===== config.mk =====
export PLATFORM = sky130hd
export DESIGN_NAME = seg7_reader
export DESIGN_NICKNAME = d
export VERILOG_FILES = /design/src/rtl/seg7_reader.sv
export SDC_FILE = /design/constraint.sdc
export NUM_CORES = 1
export LEC_CHECK = 0
export CAP_MARGIN = 20
export CELL_PAD_IN_SITES_DETAIL_PLACEMENT = 1
export CELL_PAD_IN_SITES_GLOBAL_PLACEMENT = 2
export CORE_MARGIN = 2
export CORE_UTILIZATION = 31
export CTS_CLUSTER_DIAMETER = 50
export CTS_CLUSTER_SIZE = 16
export DETAILED_ROUTE_END_ITERATION = 10
export GPL_TIMING_DRIVEN = 0
export PLACE_DENSITY_LB_ADDON = 0.1
export SLEW_MARGIN = 5
export SYNTH_ARGS = -nofsm -noshare
export SYNTH_HDL_FRONTEND = slang
export SYNTH_SLANG_ARGS = --single-unit
export TNS_END_PERCENT = 100

===== constraint.sdc =====
create_clock -name clk -period 2.57 [get_ports clk]
set_input_delay 0.3855 -clock clk [delete_from_list [all_inputs] [get_ports clk]]
set_output_delay 0.3855 -clock clk [all_outputs]
set_load 0.01 [all_outputs]

===== src/rtl/seg7_reader.sv =====
// Samples a multiplexed 4-digit 7-segment bus, debounces each digit and
// assembles decoded hex nibbles into 16-bit frames with a valid/ready output.
module seg7_reader #(
   parameter int STABLE_CYCLES = 4
) (
   input  logic        clk,
   input  logic        rst,
   input  logic [3:0]  an,
   input  logic [6:0]  seg,
   input  logic        out_ready,
   output logic        out_valid,
   output logic [15:0] value,
   output logic [3:0]  err,
   output logic        overflow
);

   localparam logic [3:0] STABLE = 4'(STABLE_CYCLES);

   typedef enum logic {TRACK, HELD} state_t;

   state_t      r_state, w_state_nxt;
   logic [10:0] r_prev;
   logic        r_prev_vld;
   logic [3:0]  r_cnt, w_cnt_nxt;
   logic        w_same, w_onehot, w_capture;
   logic [15:0] r_shadow;
   logic [3:0]  r_shadow_err;
   logic [3:0]  r_seen, w_seen_nxt;
   logic        r_pend;
   logic        r_out_valid;
   logic [15:0] r_value;
   logic [3:0]  r_err;
   logic        r_overflow;
   logic [1:0]  w_idx;
   logic [3:0]  w_nib;
   logic        w_bad;

   // Exact-match glyph lookup; anything unrecognised decodes to 0 with error.
   function automatic logic [4:0] decode(input logic [6:0] s);
      case (s)
         7'h7E:   decode = 5'h00;
         7'h30:   decode = 5'h01;
         7'h6D:   decode = 5'h02;
         7'h79:   decode = 5'h03;
         7'h33:   decode = 5'h04;
         7'h5B:   decode = 5'h05;
         7'h5F:   decode = 5'h06;
         7'h70:   decode = 5'h07;
         7'h7F:   decode = 5'h08;
         7'h7B:   decode = 5'h09;
         7'h77:   decode = 5'h0A;
         7'h1F:   decode = 5'h0B;
         7'h4E:   decode = 5'h0C;
         7'h3D:   decode = 5'h0D;
         7'h4F:   decode = 5'h0E;
         7'h47:   decode = 5'h0F;
         default: decode = 5'h10;
      endcase
   endfunction

   assign w_same   = r_prev_vld && ({an, seg} == r_prev);
   assign w_onehot = $onehot(an);
   assign {w_bad, w_nib} = decode(seg);

   always_comb begin
      w_cnt_nxt = 4'd1;
      if (w_same) w_cnt_nxt = (r_cnt == STABLE) ? r_cnt : r_cnt + 4'd1;
   end

   always_comb begin
      w_idx = 2'd0;
      case (an)
         4'b0010: w_idx = 2'd1;
         4'b0100: w_idx = 2'd2;
         4'b1000: w_idx = 2'd3;
         default: w_idx = 2'd0;
      endcase
   end

   // Sampler FSM: HELD blocks recapture until the bus changes.
   always_comb begin
      w_state_nxt = r_state;
      w_capture   = 1'b0;
      case (r_state)
         TRACK: if (w_cnt_nxt == STABLE && w_onehot) begin
            w_capture   = 1'b1;
            w_state_nxt = HELD;
         end
         HELD: if (!w_same) w_state_nxt = TRACK;
         default: w_state_nxt = TRACK;
      endcase
   end

   // A frame hand-off clears seen first so a same-edge capture starts the next frame.
   assign w_seen_nxt = (r_pend ? 4'b0000 : r_seen) | (w_capture ? an : 4'b0000);

   always_ff @(posedge clk) begin
      if (rst) begin
         r_state      <= TRACK;
         r_prev       <= '0;
         r_prev_vld   <= 1'b0;
         r_cnt        <= '0;
         r_shadow     <= '0;
         r_shadow_err <= '0;
         r_seen       <= '0;
         r_pend       <= 1'b0;
         r_out_valid  <= 1'b0;
         r_value      <= '0;
         r_err        <= '0;
         r_overflow   <= 1'b0;
      end else begin
         r_state    <= w_state_nxt;
         r_prev     <= {an, seg};
         r_prev_vld <= 1'b1;
         r_cnt      <= w_cnt_nxt;
         r_seen     <= w_seen_nxt;
         r_pend     <= w_capture && (w_seen_nxt == 4'hF);
         r_overflow <= r_pend && r_out_valid && !out_ready;
         if (w_capture) begin
            r_shadow[w_idx*4 +: 4] <= w_nib;
            r_shadow_err[w_idx]    <= w_bad;
         end
         if (r_pend && (!r_out_valid || out_ready)) begin
            r_value     <= r_shadow;
            r_err       <= r_shadow_err;
            r_out_valid <= 1'b1;
         end else if (r_out_valid && out_ready) begin
            r_out_valid <= 1'b0;
         end
      end
   end

   assign out_valid = r_out_valid;
   assign value     = r_value;
   assign err       = r_err;
   assign overflow  = r_overflow;

endmodule


### Word level (Yosys, flattened, before mapping)

Index checks and enable logic that the tools add are counted.

* memories kept: 0
* RAM bits: 0
* output and inout port bits: 22
* latch bits: 0
* memory bits (read-only): 0
* register bits after elaboration: 64

* shifts and indexed selects: 2
* magnitude comparators: 2
* add/subtract/negate cells: 5
* equality and inequality tests: 24
* bitwise gates (word level): 2
* reduce and logical (&&, ||, !) cells: 12
* div/mod/pow operators: 0
* multipliers: 0
* muxes and demuxes: 17

Operators with widths (count)
* equality test 7 bit (second input constant): 12
* case mux 5 bit (16 select lines): 1
* negator 4 -> 34 bit: 1
* variable shift 4 x 34 -> 16 bit (first input constant): 1
* variable part select 4 x 34 -> 16 bit: 1
* equality test 7 x 6 -> 1 bit (second input constant): 3
* bitwise mux 16 bit: 1
* 2-to-1 mux 4 bit: 4
* equality test 4 x 3 -> 1 bit (second input constant): 3
* equality test 11 bit: 1
* equality test 4 bit (second input constant): 2
* logical AND 1 bit: 8
* equality test 7 x 5 -> 1 bit (second input constant): 1
* 2-to-1 mux 1 bit: 7
* case mux 2 bit (3 select lines): 1
* adder 1 x 1 -> 2 bit: 2
* adder 4 x 1 -> 4 bit (second input constant): 1
* bitwise mux 4 bit: 1
* equality test 4 x 2 -> 1 bit (second input constant): 1
* bitwise OR 4 bit: 1
* adder 2 x 2 -> 3 bit: 1
* equality test 3 x 1 -> 1 bit (second input constant): 1
* less-than comparator 2 x 3 -> 1 bit (second input constant): 1
* demux 1 bit (select 2 bit): 1
* other kinds (6): 7

### Logic depth before layout (Yosys ltp)

Gate-level depths: netlist of run 1.

* word-level depth: 11
* depth in mapped cells: 12
* depth with buffers taken out: 10

### Least setup slack after synthesis of run 1

OpenSTA, ideal clock, no wires.

* path type: input to register
* from: in an[3]
* to: reg r_shadow[0]
* buffers on the path: 2
* arrival time: 2.646 ns
* required time: 2.441 ns
* stages: 12
* slack: -0.205 ns
* library setup time: 0.129 ns
* path through: buf_6 inv_1 fa_1 inv_1 ha_1 ha_1 nor3_1 and4b_1 o21a_1 clkbuf_1 a31oi_1 o2bb2ai_1

* longest elaborated chain between the ends: 7
* elaborated cells on any way between the ends: 18
* classes of those cells: add/sub (3); eq/ne (6); shift (2); mux (5); reduce/logical (2)

RTL lines
* from (decl): RTL line 8 `input logic [3:0] an,`
* parallel branches: the longest is 7 deep, another holds negator 4 -> 34 bit
* to (signal, indexed assignment): RTL line 120 `r_shadow[w_idx*4 +: 4] <= w_nib;`
* to (decl): RTL line 26 `logic [15:0] r_shadow;`

Parallel ways; which one is timed is not known.
A chain may end at the register's enable or synchronous reset.

### Worst setup path in the final report of run 1

* from: in an[2]
* to: reg r_shadow[14]

The elaborated chain is that of the path after synthesis.

==> metrics, run 1 <==
endpoints failing setup 0; Hold Path Class input port to flop; wire per inst 15.29 um; Worst Skew 0.009449 ns; post-detail-place hpwl between 6000 and 7000 um; YS warnings 0; Final #Nets 439; crit path DAT around 2.7 ns; RSZ-0062 raised after global routing true; kind of critical path input port to flop; largest net degree at the start of global routing 12; post-place setup slack -0.9290 ns; Layout Cells excl Fill ~560; die area 11,190 um2; most frequent cells in the layout nand2_1 (72), dfxtp_1 (64), a21oi_1 (37), clkdlybuf4s50_1 (30), clkbuf_1 (18); maximum vdd ir drop 195.4 uV; reg2reg path depth 7; Max Transition Viols Final 0; Die X 105.8 um; Tot GR Track Use 16.32%; cell taking the most area after synthesis dfxtp_1; first-pass GRT wire length 14,070 um; Final ANT Viol Nets 0; maximum root-to-sink buffer count 2; htree depth 3; Slew HR 55.57%; synthesized area per cell 8.728 um2; Synth Area in XOR/XNOR 6.389%; CTS Hold Bufs 0; Root Driver clkbuf_8; Final Hold Fails 0; die height 105.8 um; final WL 8485 um; CP max FO 6; Seq cells post-synth 64; mux share of post-synthesis cell area between 4 and 5%; Setup crit end kind flop; # DRC 0; initial antenna violation count 0; CTS Buf Count 9; post-route setup slack 0.1130 ns; pin slew with the least headroom to its limit 0.6665 ns; synthesized area 3212 um2; RD Place Congestion roughly 0.77; period utilization 95.60%; core area 10,180 um2; vias 2,691; worst-skew pair later-pin latency 0.34 ns; commonest non-fill, non-tap cell in the layout nand2_1; LEAKAGE 0.001457 uW; Synth Net Count 393; vias in the first global route about 2,700; complex-gate fraction of the synthesized area approximately an eighth; PortBufs 32; DR iter-0 viols 96; largest family of logic cells by synthesized area simple AND/OR/NAND/NOR gates; setup TNS 0 ns; Via density 4.849; FILL cells between 1,000 and 1,500; first drt pass iteration count 4; synth unique cells 51; Synth area leaders dfxtp_1 (40%), nand2_1 (8.4%), a21oi_1 (5.8%); Ports 36; register area share after synthesis 39.89%; Reg clk slew, reported paths 0.07 ns; layout cells sized above 1 a little under an eighth; Fmax 407.0 MHz; Initial Utilization between 30% and 40%; area grow syn2layout 25.17%; worst path required time roughly 2.9 ns; Placed Cells 536; number of max-cap violations 0; CTS tree yes; Post-Synth Simple-Gate Area 27.39%; Synth top area share about two fifths; Adder-Cell Fraction of Synth Area 4.519%; Core Rows 37; status completed; Tmin final 2.457 ns; ys flop type dfxtp_1; crit path launch type input port; pwr dens 543.8 nW/um2; RR Endpoint r_shadow[2]; worst r2r src r_cnt[0]; Post-synth EDFFs 0; Reg2Reg Setup Slack 0.42 ns; GRT Residual Overflow 0; # clock sinks 64; Antenna diodes 0; post-synthesis instance total 368; end of the critical path r_shadow[14]; Async SR Flop Fraction 0%; CP Launch Point an[2]
[worst max-delay path: stages]
cell and delay [ns]:
clkdlybuf4s50_1 0.53, or2_2 0.36, clkbuf_1 0.18, ha_1 0.38, nor4_2 0.51, a21boi_0 0.23
mux2_4 0.16
[per-stage QoR]
| stage | hold WS, ns | power [uW] | area, um2 | util (%) |
|---|---|---|---|---|
| 2_1_floorplan | 0.4273 | 1169 | 3231 | - |
| 3_3_place_gp | 0.4446 | 1236 | 3721 | 36.54 |
| 3_5_place_dp | 0.4442 | 1239 | 3721 | 36.54 |
| 4_1_cts | 0.3088 | 2225 | 4030 | 39.57 |
| 5_1_grt | 0.3295 | 2292 | 4020 | 39.47 |
| 6_report | 0.3289 | 2186 | 4020 | 39.47 |
[how the worst min path moves through the flow]
stage / start / to / depth (start not counted)
2_1_floorplan: r_shadow[10] / value[10] / 2
3_3_place_gp: value[3] / value[3] / 2
3_5_place_dp: r_shadow[14] / value[14] / 2
4_1_cts: an[3] / r_seen[3] / 3
5_1_grt: an[3] / r_prev[10] / 3
6_report: an[3] / r_seen[3] / 3
[cell families after synthesis]
logic type / count (synthesis)
AND/OR/NAND/NOR: 162
flip-flops: 64
AO/OA/AOI/OAI: 62
buffers and inverters: 40
multiplexers: 15
XOR/XNOR: 14
adder cells (fa/ha/maj): 11
[synthesized netlist by cell type, types with 3 or more instances]
cell type and number:
a21oi_1 37, o21ai_0 3, nand3_1 10, dfxtp_1 64, nand3b_1 3, mux2i_1 12, ha_1 10, or2_2 3
and2_1 4, nand4_1 7, o2bb2ai_1 3, nor3_1 6, mux2_1 3, a311o_1 3, nand4b_1 5, nor3b_1 4
nand2_1 72, o211ai_1 3, nor4_1 4, o31ai_1 4, or4bb_1 3, clkbuf_1 18, nor2b_1 10, buf_6 3
nor2_1 14, xnor2_4 4, inv_1 18, nand3_2 3, xnor2_1 7
[power by group]
group	internal (uW)	leakage [uW]	switching [uW]	total (uW)
Sequential	1000	0.000519	8.72	1010
Combinational	82.1	0.000824	122	204
Clock	573	0.000114	398	971
Total	1660	0.00146	529	2190
[timing repair]
| item | in CTS | in global routing |
|---|---|---|
| setup endpoints to repair | 26 | 15 |
| resized for setup | 16 | 2 |
| buffers inserted | 3 | 0 |
| pin swaps | 2 | 0 |
[flip-flops by register name, summed over array words and instances (netlist names)]
register,count
r_shadow,16
err,4
r_cnt,4
overflow,1
r_state,1
value,16
out_valid,1
r_prev,11
r_prev_vld,1
r_pend,1
r_shadow_err,4
r_seen,4
[metal layers]
metal  up-vias  GRT usage (%)  wire length, um  part of all wire [%]
met5         -              0                0                     0
met4         0          7.049              153                   1.8
met3        11          3.030              338                   4.0
met2        51          26.50             3926                    46
met1      1263          21.15             4067                    48
li1       1366              -                -                     -
[cell type report]
| type | instances | area (um2) | share of cell area (%) |
|---|---|---|---|
| Buffer | 22 | 130.1 | 3.237 |
| Sequential cell | 64 | 1281 | 31.87 |
| Multi-Input combinational cell | 264 | 1818 | 45.22 |
| Clock buffer | 11 | 141.4 | 3.517 |
| Timing Repair Buffer | 35 | 332.8 | 8.279 |
| Tap cell | 136 | 170.2 | 4.233 |
| Inverter | 18 | 67.56 | 1.681 |
| Clock inverter | 5 | 78.83 | 1.961 |
(Power assumes the default switching activity.)
==> inputs of run 2 (changes only) <==
- CORE_ASPECT_RATIO: not set -> 0.6
==> metrics, run 2 (synthesis gave the netlist of run 1 again) <==
vias in the first global route 2,689 (+0.22%); first-pass GRT wire length 14,660 um (+4.2%); number of max-cap violations 0 (unchanged); Setup crit end kind flop; layout cells sized above 1 13.95% (+2.3 points); vias 2,765 (+2.7%); reg2reg path depth 7 (unchanged); post-route setup slack 0.1383 ns (+0.02528 ns); most frequent cells in the layout nand2_1 (72), dfxtp_1 (64), a21oi_1 (37), clkdlybuf4s50_1 (29), clkbuf_1 (17); placed cell area 3720 um2 (about the same); die height 82.85 um (-22%); sequential cell area 1281 um2 (unchanged); Core Util, Final 41.89% (+2.4 points); post-detail-place hpwl 6728 um (+5.7%); Slew HR 58.35% (+2.8 points); Core Rows 28 (-24%); RD Place Congestion 0.7970 (+3.7%); htree depth 3 (unchanged); multi-input logic area 1853 um2 (+1.9%); kind of critical path input port to flop; first drt pass iteration count 4 (unchanged); crit path DAT 2.69 ns (-0.05 ns); Layout Cells excl Fill 558 (+0.54%); CP max FO 10 (+4); status completed; slowest library cell on the worst path clkdlybuf4s50_1; Max Transition Viols Final 0 (unchanged); worst path required time 2.83 ns (-0.03 ns); CP Buf/Inv Count 2 (unchanged); # DRC 0 (unchanged); largest net degree at the start of global routing 13 (+1); Final Hold Fails 0 (unchanged); slowest stage delay, CP 0.74 ns (+0.21 ns); Via density 4.955 (+2.2%); Final ANT Viol Nets 0 (unchanged); pwr dens 591.9 nW/um2 (+8.8%); Initial Utilization 32.17% (+0.63 points); LEAKAGE 0.001526 uW (+4.8%); Worst Skew 0.006931 ns (-0.002518 ns); Placed Cells 535 (-0.19%); PortBufs 32 (unchanged); DR iter-0 viols 102 (+6.3%); wire per inst 16.39 um (+7.2%); Fmax 411.2 MHz (+1.0%); area grow syn2layout 30.23%; FILL cells 1,155 (-4.0%); Reg2Reg Setup Slack 0.50 ns (+0.08 ns); core area 9985 um2 (-2.0%); maximum vdd ir drop 310.2 uV (+59%); Final #Nets 443 (+0.91%); Hold Path Class input port to flop; Tot Pwr 2476 uW (+13%); commonest non-fill, non-tap cell in the layout nand2_1; endpoints failing setup 0 (unchanged); post-place setup slack -0.9329 ns (-0.003921 ns); Ports 36 (unchanged); # clock sinks 64 (unchanged); maximum root-to-sink buffer count 2 (unchanged); final WL 9145 um (+7.8%); Tmin final 2.432 ns (-0.02528 ns); die area 11,220 um2 (+0.24%); CTS tree yes; CP cell instances clkdlybuf4s50_1 > clkbuf_1 > nand3b_1 > o22ai_1 > nor2_1 > nand4_1 > mux2i_1; Top delay family on crit path buffers and inverters; period utilization 94.62% (-0.98 points); Stages on worst setup path 7 (unchanged); hold depth 3 (unchanged); RSZ-0062 raised after global routing true; fin area 4183 um2 (+4.0%); pin slew with the least headroom to its limit 0.6195 ns (-0.04697 ns); crit path launch type input port; GRT Residual Overflow 0 (unchanged); initial antenna violation count 0 (unchanged); CTS Buf Count 9 (unchanged); Root Driver clkbuf_16; Antenna diodes 0 (unchanged); Tot GR Track Use 17.16% (+0.84 points); worst-skew pair later-pin latency 0.33 ns (about the same); Die X 135.4 um (+28%); Reg clk slew, reported paths 0.06 ns (about the same)
run 2: cell count changes in the layout (fill, tap and decap cells not counted), moves of 2 or more:
cell,change
clkinvlp_4,+2
clkbuf_8,-9
nand3_1,-2
clkbuf_2,-2
nand3_2,+2
buf_2,+2
buf_4,+3
clkbuf_16,+9
run 2: layer usage:
metal	global-route usage, %	vias to the layer above	part of all wire [%]
met5	0	-	0
met4	4.830	0	1.2
met3	4.457	9	4.4
met2	22.98	44	39
met1	26.52	1338	55
li1	-	1374	-
run 2: metrics by stage:
step	hold slack (ns)	setup TNS (ns)
after floorplan	0.4273	0
after global placement	0.4399	-22.38
after detailed placement	0.4459	-22.00
after CTS	0.3244	0
after global routing	0.3341	-0.4467
final	0.3307	0
run 2: where the power goes:
group / leakage [uW] / total (uW) / switching [uW] / internal [uW]
Clock: 0.000145 / 1240 / 465 / 780
Sequential: 0.000519 / 1010 / 8.90 / 1000
Combinational: 0.000862 / 219 / 134 / 84.8
Total: 0.00153 / 2480 / 608 / 1870
run 2: what timing repair did:
action | CTS | global route
hold buffers | 0 | 0
cloned | 0 | 1
setup endpoints to repair | 26 | 18
resized for setup | 16 | 12
pin swaps | 1 | 2
setup buffers | 6 | 0
run 2: tightest hold or removal path, delay by kind of cell:
kind	cells	cell delay, ns
buf+inv	2	0.19
simple gates	1	0.04
run 2: worst paths after layout:
kind | from | to
worst min-delay path | an[3] | r_prev[10]
worst max register to register | r_cnt[0] | r_shadow[6]
worst min register to register | r_shadow[11] | value[11]
worst max-delay path | seg[6] | r_shadow_err[0]
run 2: layout make-up:
cell class              instances  share of cell area, %
multi-input cells             264                  44.30
flip-flops and latches         64                  30.63
repair buffers                 39                  9.153
clock buffers                  10                  5.713
well taps                     135                  4.038
plain buffers                  22                  2.872
inverters                      18                  1.675
clock inverters                 6                  1.615
==> inputs of run 3 (changes only) <==
--- a/config.mk
+++ b/config.mk
@@ -12,5 +12,4 @@
 export CORE_MARGIN = 2
 export CORE_UTILIZATION = 31
-export CTS_CLUSTER_DIAMETER = 50
 export CTS_CLUSTER_SIZE = 16
 export DETAILED_ROUTE_END_ITERATION = 10
==> constraint.sdc (replaced) <==
create_clock -name clk -period 2.57 [get_ports clk]
set_input_delay 0.3855 -clock clk [delete_from_list [all_inputs] [get_ports clk]]
set_output_delay 0.3855 -clock clk [all_outputs]
set_load 0.1 [all_outputs]
==> results of run 3 <==
Same layout as run 2 (identical final DEF). Status: completed.
